`src/rtl/tdm_demux.sv`:
```
// rtl/tdm_demux.sv - TDM serial demultiplexer: steers each frame slot to its own channel output.
module tdm_demux #(
    parameter int CHANNELS = 8,
    parameter int CNT_W    = 8
) (
    input  logic                clock,
    input  logic                resetn,
    input  logic                en,
    input  logic                data_in,
    input  logic                sync_in,
    output logic [CHANNELS-1:0] ch_out,
    output logic                frame_valid,
    output logic                locked,
    output logic                sync_err,
    output logic [CNT_W-1:0]    err_count
);

    localparam int SLOT_W = $clog2(CHANNELS);
    localparam logic [SLOT_W-1:0] LAST_SLOT = SLOT_W'(CHANNELS - 1);

    typedef enum logic {
        HUNT   = 1'b0,
        LOCKED = 1'b1
    } state_t;

    state_t              state, state_next;
    logic [SLOT_W-1:0]   slot, slot_next;
    logic [CHANNELS-1:0] shadow, shadow_next;
    logic [CHANNELS-1:0] ch_next;
    logic                fv_next;
    logic                err_next;
    logic [CNT_W-1:0]    cnt_next;

    always_ff @(posedge clock or negedge resetn) begin
        if (!resetn) begin
            state       <= HUNT;
            slot        <= '0;
            shadow      <= '0;
            ch_out      <= '0;
            frame_valid <= 1'b0;
            sync_err    <= 1'b0;
            err_count   <= '0;
        end else begin
            state       <= state_next;
            slot        <= slot_next;
            shadow      <= shadow_next;
            ch_out      <= ch_next;
            frame_valid <= fv_next;
            sync_err    <= err_next;
            err_count   <= cnt_next;
        end
    end

    always_comb begin
        state_next  = state;
        slot_next   = slot;
        shadow_next = shadow;
        ch_next     = ch_out;
        fv_next     = 1'b0;
        err_next    = 1'b0;
        if (en) begin
            case (state)
                HUNT: begin
                    if (sync_in) begin
                        shadow_next[0] = data_in;
                        slot_next      = SLOT_W'(1);
                        state_next     = LOCKED;
                    end
                end
                LOCKED: begin
                    if (slot == '0) begin
                        if (sync_in) begin
                            shadow_next[0] = data_in;
                            slot_next      = SLOT_W'(1);
                        end else begin
                            err_next   = 1'b1;
                            slot_next  = '0;
                            state_next = HUNT;
                        end
                    end else if (sync_in) begin
                        // Early marker restarts the frame on this bit as slot 0.
                        err_next       = 1'b1;
                        shadow_next[0] = data_in;
                        slot_next      = SLOT_W'(1);
                    end else begin
                        shadow_next[slot] = data_in;
                        if (slot == LAST_SLOT) begin
                            ch_next   = shadow_next;
                            fv_next   = 1'b1;
                            slot_next = '0;
                        end else begin
                            slot_next = slot + SLOT_W'(1);
                        end
                    end
                end
                default: state_next = HUNT;
            endcase
        end
    end

    always_comb begin
        cnt_next = err_count;
        if (err_next && (err_count != {CNT_W{1'b1}})) begin
            cnt_next = err_count + CNT_W'(1);
        end
    end

    assign locked = (state == LOCKED);

endmodule

```
`config.mk`:
```
export PLATFORM = sky130hd
export DESIGN_NAME = tdm_demux
export DESIGN_NICKNAME = d
export VERILOG_FILES = /design/src/rtl/tdm_demux.sv
export SDC_FILE = /design/constraint.sdc
export NUM_CORES = 1
export LEC_CHECK = 0
export CORE_MARGIN = 10
export CORE_UTILIZATION = 40
export CTS_CLUSTER_DIAMETER = 120
export DETAILED_ROUTE_END_ITERATION = 8
export PLACE_DENSITY_LB_ADDON = 0.08
export SLEW_MARGIN = 0
export SYNTH_ARGS = -nofsm -noshare
export SYNTH_HDL_FRONTEND = slang
export SYNTH_SLANG_ARGS = --single-unit
export TNS_END_PERCENT = 20
```
`constraint.sdc`:
```
create_clock -name clock -period 3.6 [get_ports clock]
set_input_delay 0.72 -clock clock [delete_from_list [all_inputs] [get_ports clock]]
set_output_delay 0.72 -clock clock [all_outputs]
set_load 0.01 [all_outputs]
```
; After elaboration in Yosys (flattened, before gate mapping)
; Index checks and enable logic that the tools add are counted.
[totals]
regBits = 30
input_bits = 5
wordCells = 49
[op_classes]
add_sub_neg = 2
n_lt_le_gt_ge = 2
n_eq_ne = 3
n_mux = 25
bitwise_logic = 3
n_reduce_logical = 6
[ops]
columns = operator, count
row1 = two-way mux 1 bit, 16
row2 = two-way mux 3 bit, 4
row3 = adder 8 x 1 -> 8 bit (second input constant), 1
row4 = bitwise mux 8 bit, 1
row5 = inequality test 8 bit (second input constant), 1
row6 = case mux 3 bit (2 select lines), 1
row7 = AND reduction 5 bit, 1
row8 = less-than comparator 3 x 4 -> 1 bit (second input constant), 1
row9 = case mux 1 bit (2 select lines), 2
row10 = AND reduction 4 bit, 1
row11 = adder 3 x 1 -> 3 bit (second input constant), 1
row12 = demux 1 bit (select 3 bit), 1
row13 = equality test 3 bit (second input constant), 1
row14 = >= comparator 3 x 1 -> 1 bit (second input constant), 1
row15 = logical NOT 3 bit, 1
row16 = NOT 1 bit, 3
row17 = logical AND 1 bit, 2
row18 = inequality test 2 bit (second input constant), 1
row19 = AND reduction 2 bit, 1

; Depth between registers and ports, before layout
; Gate-level depths: netlist of the first run.
[logic_depth]
word_depth = 8
ltp_mapped = 10
ltp_nobuf = 8

; Worst setup path before layout of the first run
; No wires, ideal clock.
[synth_path]
path_type = reg-to-reg
startpoint = register slot[0]
endpoint = register err_count[7]
arrival_ps = 2049
required_time_ps = 3475
path_slack_ps = 1427
stages_incl_launch_ff = 10
path_buffers = 2
synth_period_minus_slack_ps = 2173
path_cell_list = dfrtp_1 buf_4 inv_1 ha_1 nand2b_1 buf_2 ha_1 nand3_1 nor4_2 mux2_2
[synth_via]
elab_chain_cells = 5
[synth_rtl]
columns = item, line_no
row1 = start: declaration, 27  ; logic [SLOT_W-1:0] slot, slot_next;
row2 = start signal: assignment, 45  ; slot <= slot_next;
row3 = logical NOT 3 bit, 71  ; if (slot == '0) begin
row4 = two-way mux 1 bit, 71
row5 = two-way mux 1 bit, 62  ; case (state)
row6 = two-way mux 1 bit, 61  ; if (en) begin
row7 = logical AND 1 bit, 103  ; if (err_next && (err_count != {CNT_W{1'b1}})) begin
row8 = end signal: assignment, 50  ; err_count <= cnt_next;
row9 = end: declaration, 15  ; output logic [CNT_W-1:0] err_count
; No other way between the ends.
; A chain may end at the register's enable or synchronous reset.

; Worst setup path in the final report of the first run
[layout_path]
startpoint = input sync_in
endpoint = register err_count[7]
[layout_via]
elab_chain_cells = 5
word_cells_on_any_way = 6
cone_classes = 5 x mux / 1 x reduce/logical
[layout_rtl]
columns = item, line_no
row1 = start: declaration, 10  ; input logic sync_in,
row2 = "two-way mux 1 bit, on equally long branches", "80, 72"
row3 = two-way mux 1 bit *, 71
row4 = two-way mux 1 bit *, 62
row5 = two-way mux 1 bit *, 61
row6 = logical AND 1 bit *, 103
; Every way passes the cells marked *; elsewhere a longest branch is shown, timed or not.

==> results of run 1 <==
-- metal layers --
layer	routed length, µm	global-route usage	part of all wire	up-vias
met5	0	0	0	-
met4	56	0.0487	0.016	0
met3	221	0.0469	0.065	6
met2	1660	0.166	0.49	26
met1	1470	0.122	0.43	570
li1	-	-	-	575
-- cell usage in the layout (no fill, tap or decap), types with 4 or more instances in the layout --
master,instances
clkbuf_8,6
inv_1,9
dfrtp_1,30
mux2_2,8
ha_1,6
o21ai_0,11
nor2_1,5
nand2b_1,4
clkdlybuf4s50_1,23
mux2i_1,8
nand2_1,16
-- stage by stage --
step | hold slack [ps] | total power [mW] | area [µm²] | cells
final | 477 | 1.36 | 1970 | 222
after global routing | 503 | 1.48 | 1970 | 222
after CTS | 484 | 1.38 | 1970 | 222
after detailed placement | 470 | 1.03 | 1860 | 215
after global placement | 462 | 1.02 | 1860 | 215
after floorplan | 424 | 0.865 | 1610 | 149
-- worst max-delay path, stage by stage --
cell             delay (ps)
clkdlybuf4s50_1         590
inv_1                   110
ha_1                    340
nand3_1                 160
nor4_2                  320
mux2_2                  350
-- registers in the layout, summed over array words and instances (netlist names) --
register,flops
slot,3
shadow,8
sync_err,1
frame_valid,1
err_count,8
ch_out,8
locked,1
-- worst max-delay path by stage --
| stage | start | endpoint | slack, ps | cells past startpoint |
|---|---|---|---|---|
| 2_1_floorplan | slot[0] | err_count[7] | 1430 | 9 |
| 3_3_place_gp | sync_in | err_count[7] | 910 | 6 |
| 3_5_place_dp | sync_in | err_count[7] | 870 | 6 |
| 4_1_cts | sync_in | err_count[7] | 1170 | 6 |
| 5_1_grt | slot[0] | err_count[1] | 990 | 8 |
| 6_report | sync_in | err_count[7] | 1180 | 6 |
-- power groups by stage --
stage	Clock, mW	Sequential, mW	Combinational (mW)
floorplan	0	0.520	0.345
global placement	0	0.565	0.451
detailed placement	0	0.571	0.456
CTS	0.357	0.564	0.460
global route	0.376	0.588	0.511
finish	0.348	0.564	0.448
-- cells by family after synthesis --
| logic type | after synthesis |
|---|---|
| compound gates | 26 |
| mux | 17 |
| buf+inv | 17 |
| xor+xnor | 2 |
| simple gates | 51 |
| fa+ha+maj | 6 |
| flops | 30 |
-- cell type report --
| type | count | area share |
|---|---|---|
| multi-input combinational | 102 | 0.394 |
| timing repair buffer | 24 | 0.120 |
| clock inverter | 1 | 0.0152 |
| inverter | 9 | 0.0171 |
| tap | 50 | 0.0317 |
| sequential | 30 | 0.380 |
| clock buffer | 6 | 0.0418 |
==> reports/qor.yml, run 1 <==
status:
  status: "completed"
hold_path:
  hold_class: "flop to flop"
  worstHoldStart: "ch_out[4]"
  hold_depth: 2
  hold_end: "ch_out[4]"
yosys:
  synth_top_area_share: 0.465
  synth.area.top_cells: "dfrtp_1, mux2_2, mux2i_1, ha_1, nand2_1"
  yosys.area_share.simple: 0.209
  avgSynthCellArea_um2: 10.8
  yosysTopAreaCell: "dfrtp_1"
  ys.flop_type: "dfrtp_1"
  synthDistinctLibCells: 39
  synthAdderAreaFrac: 0.0465
  synth_top_family_by_area: "simple AND/OR/NAND/NOR gates"
  ys_ff_latch: 30
  synthArstFlopShare: 1.00
  yosysWarnings: 0
  yosys-top-cells-count: "dfrtp_1, nand2_1, o21ai_0"
  syn_area_um2: 1610
  synthXorXnorAreaFrac: 0.0109
  synth_edf_count: 0
  synth_mux_area_frac: 0.112
  synth.most_common_cell: "dfrtp_1"
  synth_compound_area_frac: 0.102
  synth_cells: 149
  ys_seq_area_frac: 0.465
  synth_nets: 160
final_layout:
  multi_input_area_um2: 777
  drive_above_1_share: 0.134
  nets: 183
  finish.utilization: 0.501
  fillerInstances: 357
  area_growth_pct: 22.4
  n_antenna_cell: 0
  regArea_um2: 751
placed_design:
  io_buffers: 23
  dp_hpwl_um: 2310
  place_ws_ps: 866
  gp_congestion: 0.825
timing:
  max_freq_mhz: 413
  setup_viol: 0
  worstMarginPinSlew_ps: 549
  skew_ps: 9.41
  period_minus_slack_ps: 2420
  worst_slack_ps: 1180
  tns_ps: 0
  finalCritPeriodShare: 0.673
  final_hold_viol_count: 0
  drv_slew: 0
  rsz0062_at_grt: "no"
  slew_headroom: 0.633
clocking:
  cts-resized-gates: 0
  cts_tree: "done"
  htreeDepth: 2
  cts_setup_buffers: 0
  hold_buffers: 0
  cts.path.max_buffers: 2
  insertion_delay_ps: 290
  clkSlewWorstSetupHoldPaths_ps: 60
  cts.sinks: 30
  cts_root_buffer: "clkbuf_8"
  cts_inserted_buffers: 5
pwr:
  worst_ir_drop_vdd_mv: 0.259
  netSwitchingPower_mw: 0.487
  power_leakage_nw: 0.848
  power.internal_mw: 0.873
  p_sw_frac: 0.358
  seq_power_share: 0.415
  pwr_density_cell_nw_per_um2: 689
  power_frac_comb: 0.329
  clkPwrFrac: 0.256
setup_path:
  worst_r2r_endpoint: "shadow[4]"
  crit-reg2reg-launch: "slot[0]"
  reg2regPathDepth: 7
  endpoint_kind: "flop"
  arrival_ps: 2590
  crit_type: "primary input to flop"
  crit_required_ps: 3770
  critPathLaunchType: "primary input"
  r2r_setup_slack_ps: 1180
  path_max_fanout: 7
floorplanning:
  die-area_um2: 6970
  rows: 23
  io_pins: 24
  start_util: 0.409
  core-area_um2: 3940
  floorplan.die.width_um: 83.5
  die_y_um: 83.5
flow_run:
  cap_viol_max_count: 0
routing:
  num_vias: 1177
  vias_per_cell: 5.30
  drt-total-wl_um: 3410
  drc: 0
  wl_per_cell_um: 15.3
  drtAntennaViolNets: 0
  firstDrtPassIters: 4
  drtIter0Drc: 38
grt:
  grt_pass1_wl_um: 6170
  grtUsageTotal: 0.106
  grt_start_max_net_pins: 31
  grt_pass1_vias: 1240
  grt-ovfl-total: 0
  antenna_found_initial: 0
(Power assumes the default switching activity.)
==> run 2, diff against run 1 <==
Clock period 3.6 ns to 2.5 ns, I/O delays scaled along.
==> run 2 against run 1 <==
Sequential cell count is the same. Non-clock buffer count grew 7. Clock power grew 16%. Final cell count grew 3.6%. Routed wire length shrank 1.3%. Cell area grew 1.6%. Global-route usage shrank 0.62 points.
==> reports/qor.yml, run 2 (synthesis results as in run 1) <==
grt:
  grt_pass1_wl_um: 5730  # was 6170 µm
  antenna_found_initial: 0  # unchanged
  grtUsageTotal: 0.100  # was 0.106
  grt_start_max_net_pins: 31  # unchanged
  grt_pass1_vias: 1171  # was 1240
  grt-ovfl-total: 0  # unchanged
final_layout:
  nets: 190  # was 183
  drive_above_1_share: 0.167  # was 0.134
  area_growth_pct: 24.4  # was 22.4%
  final_cell_mix: "dfrtp_1, clkdlybuf4s50_1, nand2_1, o21ai_0, inv_1"  # unchanged
  n_antenna_cell: 0  # unchanged
  finish.utilization: 0.509  # was 0.501
  top_regs: "ch_out: 8 flops, err_count: 8 flops, shadow: 8 flops"  # unchanged
  layout_commonest_cell: "dfrtp_1"  # unchanged
timing:
  skew_ps: 7.03  # was 9.41 ps
  final_hold_viol_count: 0  # unchanged
  tns_ps: 0  # unchanged
  slew_headroom: 0.698  # was 0.633
  drv_slew: 0  # unchanged
  setup_viol: 0  # unchanged
  period_minus_slack_ps: 2070
  rsz0062_at_grt: "no"  # unchanged
  finalCritPeriodShare: 0.829
  max_freq_mhz: 483
  worstMarginPinSlew_ps: 452  # was 549 ps
placed_design:
  dp_hpwl_um: 2440  # was 2310 µm
  gp_congestion: 0.829  # was 0.825
  io_buffers: 23  # unchanged
clocking:
  hold_buffers: 0  # unchanged
  cts.sinks: 30  # unchanged
  cts-resized-gates: 0  # unchanged
  cts_inserted_buffers: 5  # unchanged
  insertion_delay_ps: 280  # was 290 ps
  cts_setup_buffers: 0  # unchanged
  htreeDepth: 2  # unchanged
  cts_root_buffer: "clkbuf_8"  # unchanged
  cts_tree: "done"  # unchanged
  clkSlewWorstSetupHoldPaths_ps: 60  # about the same
  cts.path.max_buffers: 2  # unchanged
floorplanning:
  start_util: 0.409  # unchanged
  floorplan.die.width_um: 83.5  # unchanged
  io_pins: 24  # unchanged
  die_y_um: 83.5  # unchanged
  die-area_um2: 6970  # unchanged
  core-area_um2: 3940  # unchanged
  rows: 23  # unchanged
setup_path:
  worst_path_max_delay_cell: "clkdlybuf4s50_1"  # unchanged
  path_cells: "clkdlybuf4s50_1 > inv_1 > ha_1 > nand3_1 > nor4_2 > mux2_2"  # unchanged
  arrival_ps: 2240  # was 2590 ps
  critPathLaunchType: "primary input"  # unchanged
  crit_buf_inv: 2  # unchanged
  crit_required_ps: 2670  # was 3770 ps
  endpoint_kind: "flop"  # unchanged
  cpLargestDelayFamily: "buffers and inverters"  # unchanged
  crit_type: "primary input to flop"  # unchanged
  path_max_fanout: 4  # was 7
  slowest_delay_ps: 470  # was 590 ps
pwr:
  netSwitchingPower_mw: 0.713  # was 0.487 mW
  pwr_density_cell_nw_per_um2: 959  # was 689 nW/µm²
  finalPower_mw: 1.92  # was 1.36 mW
  p_sw_frac: 0.371  # was 0.358
  power.internal_mw: 1.21  # was 0.873 mW
  seq_power_share: 0.371  # was 0.415
  power_frac_comb: 0.420  # was 0.329
  worst_ir_drop_vdd_mv: 0.524  # was 0.259 mV
  power_leakage_nw: 0.873  # was 0.848 nW
  clkPwrFrac: 0.209  # was 0.256
routing:
  num_vias: 1198  # was 1177
  drc: 0  # unchanged
  drt-total-wl_um: 3360  # was 3410 µm
  wl_per_cell_um: 14.6  # was 15.3 µm
  drtIter0Drc: 39  # was 38
  drtAntennaViolNets: 0  # unchanged
  firstDrtPassIters: 2  # was 4
  vias_per_cell: 5.21  # was 5.30
hold_path:
  hold_class: "flop to flop"  # unchanged
flow_run:
  cap_viol_max_count: 0  # unchanged
status:
  status: "completed"  # unchanged
run 2: final timing paths:
check	startpoint	to	slack [ps]	cells after the start
worst min register to register	ch_out[4]	ch_out[4]	480	2
worst max register to register	slot[0]	err_count[7]	480	7
worst min-delay path	ch_out[4]	ch_out[4]	480	2
min in group asynchronous	resetn	shadow[6]	610	2
max in group asynchronous	resetn	frame_valid	1610	2
worst max-delay path	sync_in	err_count[7]	430	6
run 2: final cells by class:
cell class | instances | area, µm²
Timing Repair Buffer | 31 | 290
Clock inverter | 1 | 5.00
Multi-Input combinational cell | 102 | 777
Clock buffer | 7 | 86.3
Tap cell | 50 | 62.6
Fill cell | 359 | 1940
Inverter | 9 | 33.8
Sequential cell | 30 | 751
run 2: layer usage:
layer  GRT usage  part of all wire
met1       0.117              0.44
met4      0.0335            0.0092
met3      0.0537             0.063
met5           0                 0
met2       0.153              0.48
run 2: worst reg2reg max path, stage by stage (launching register included):
cell and delay (ps):
dfrtp_1 370, inv_1 80, ha_1 160, nand2b_1 100, ha_1 340, nand3_1 170
nor4_2 340, mux2_2 360
run 2: metrics by stage:
step	setup slack [ps]	std cells	hold WS, ps	area [µm²]
5_1_grt	384	230	508	2010
3_5_place_dp	124	222	471	1910
2_1_floorplan	327	149	204	1610
4_1_cts	428	230	485	2010
3_3_place_gp	190	222	462	1910
6_report	428	230	481	2010
run 2: power by group through the flow:
stage / Clock, mW / Combinational [mW] / Sequential, mW
detailed placement: 0 / 0.818 / 0.720
global placement: 0 / 0.805 / 0.718
floorplan: 0 / 0.497 / 0.749
CTS: 0.414 / 0.822 / 0.714
finish: 0.403 / 0.808 / 0.713
global route: 0.446 / 0.892 / 0.733
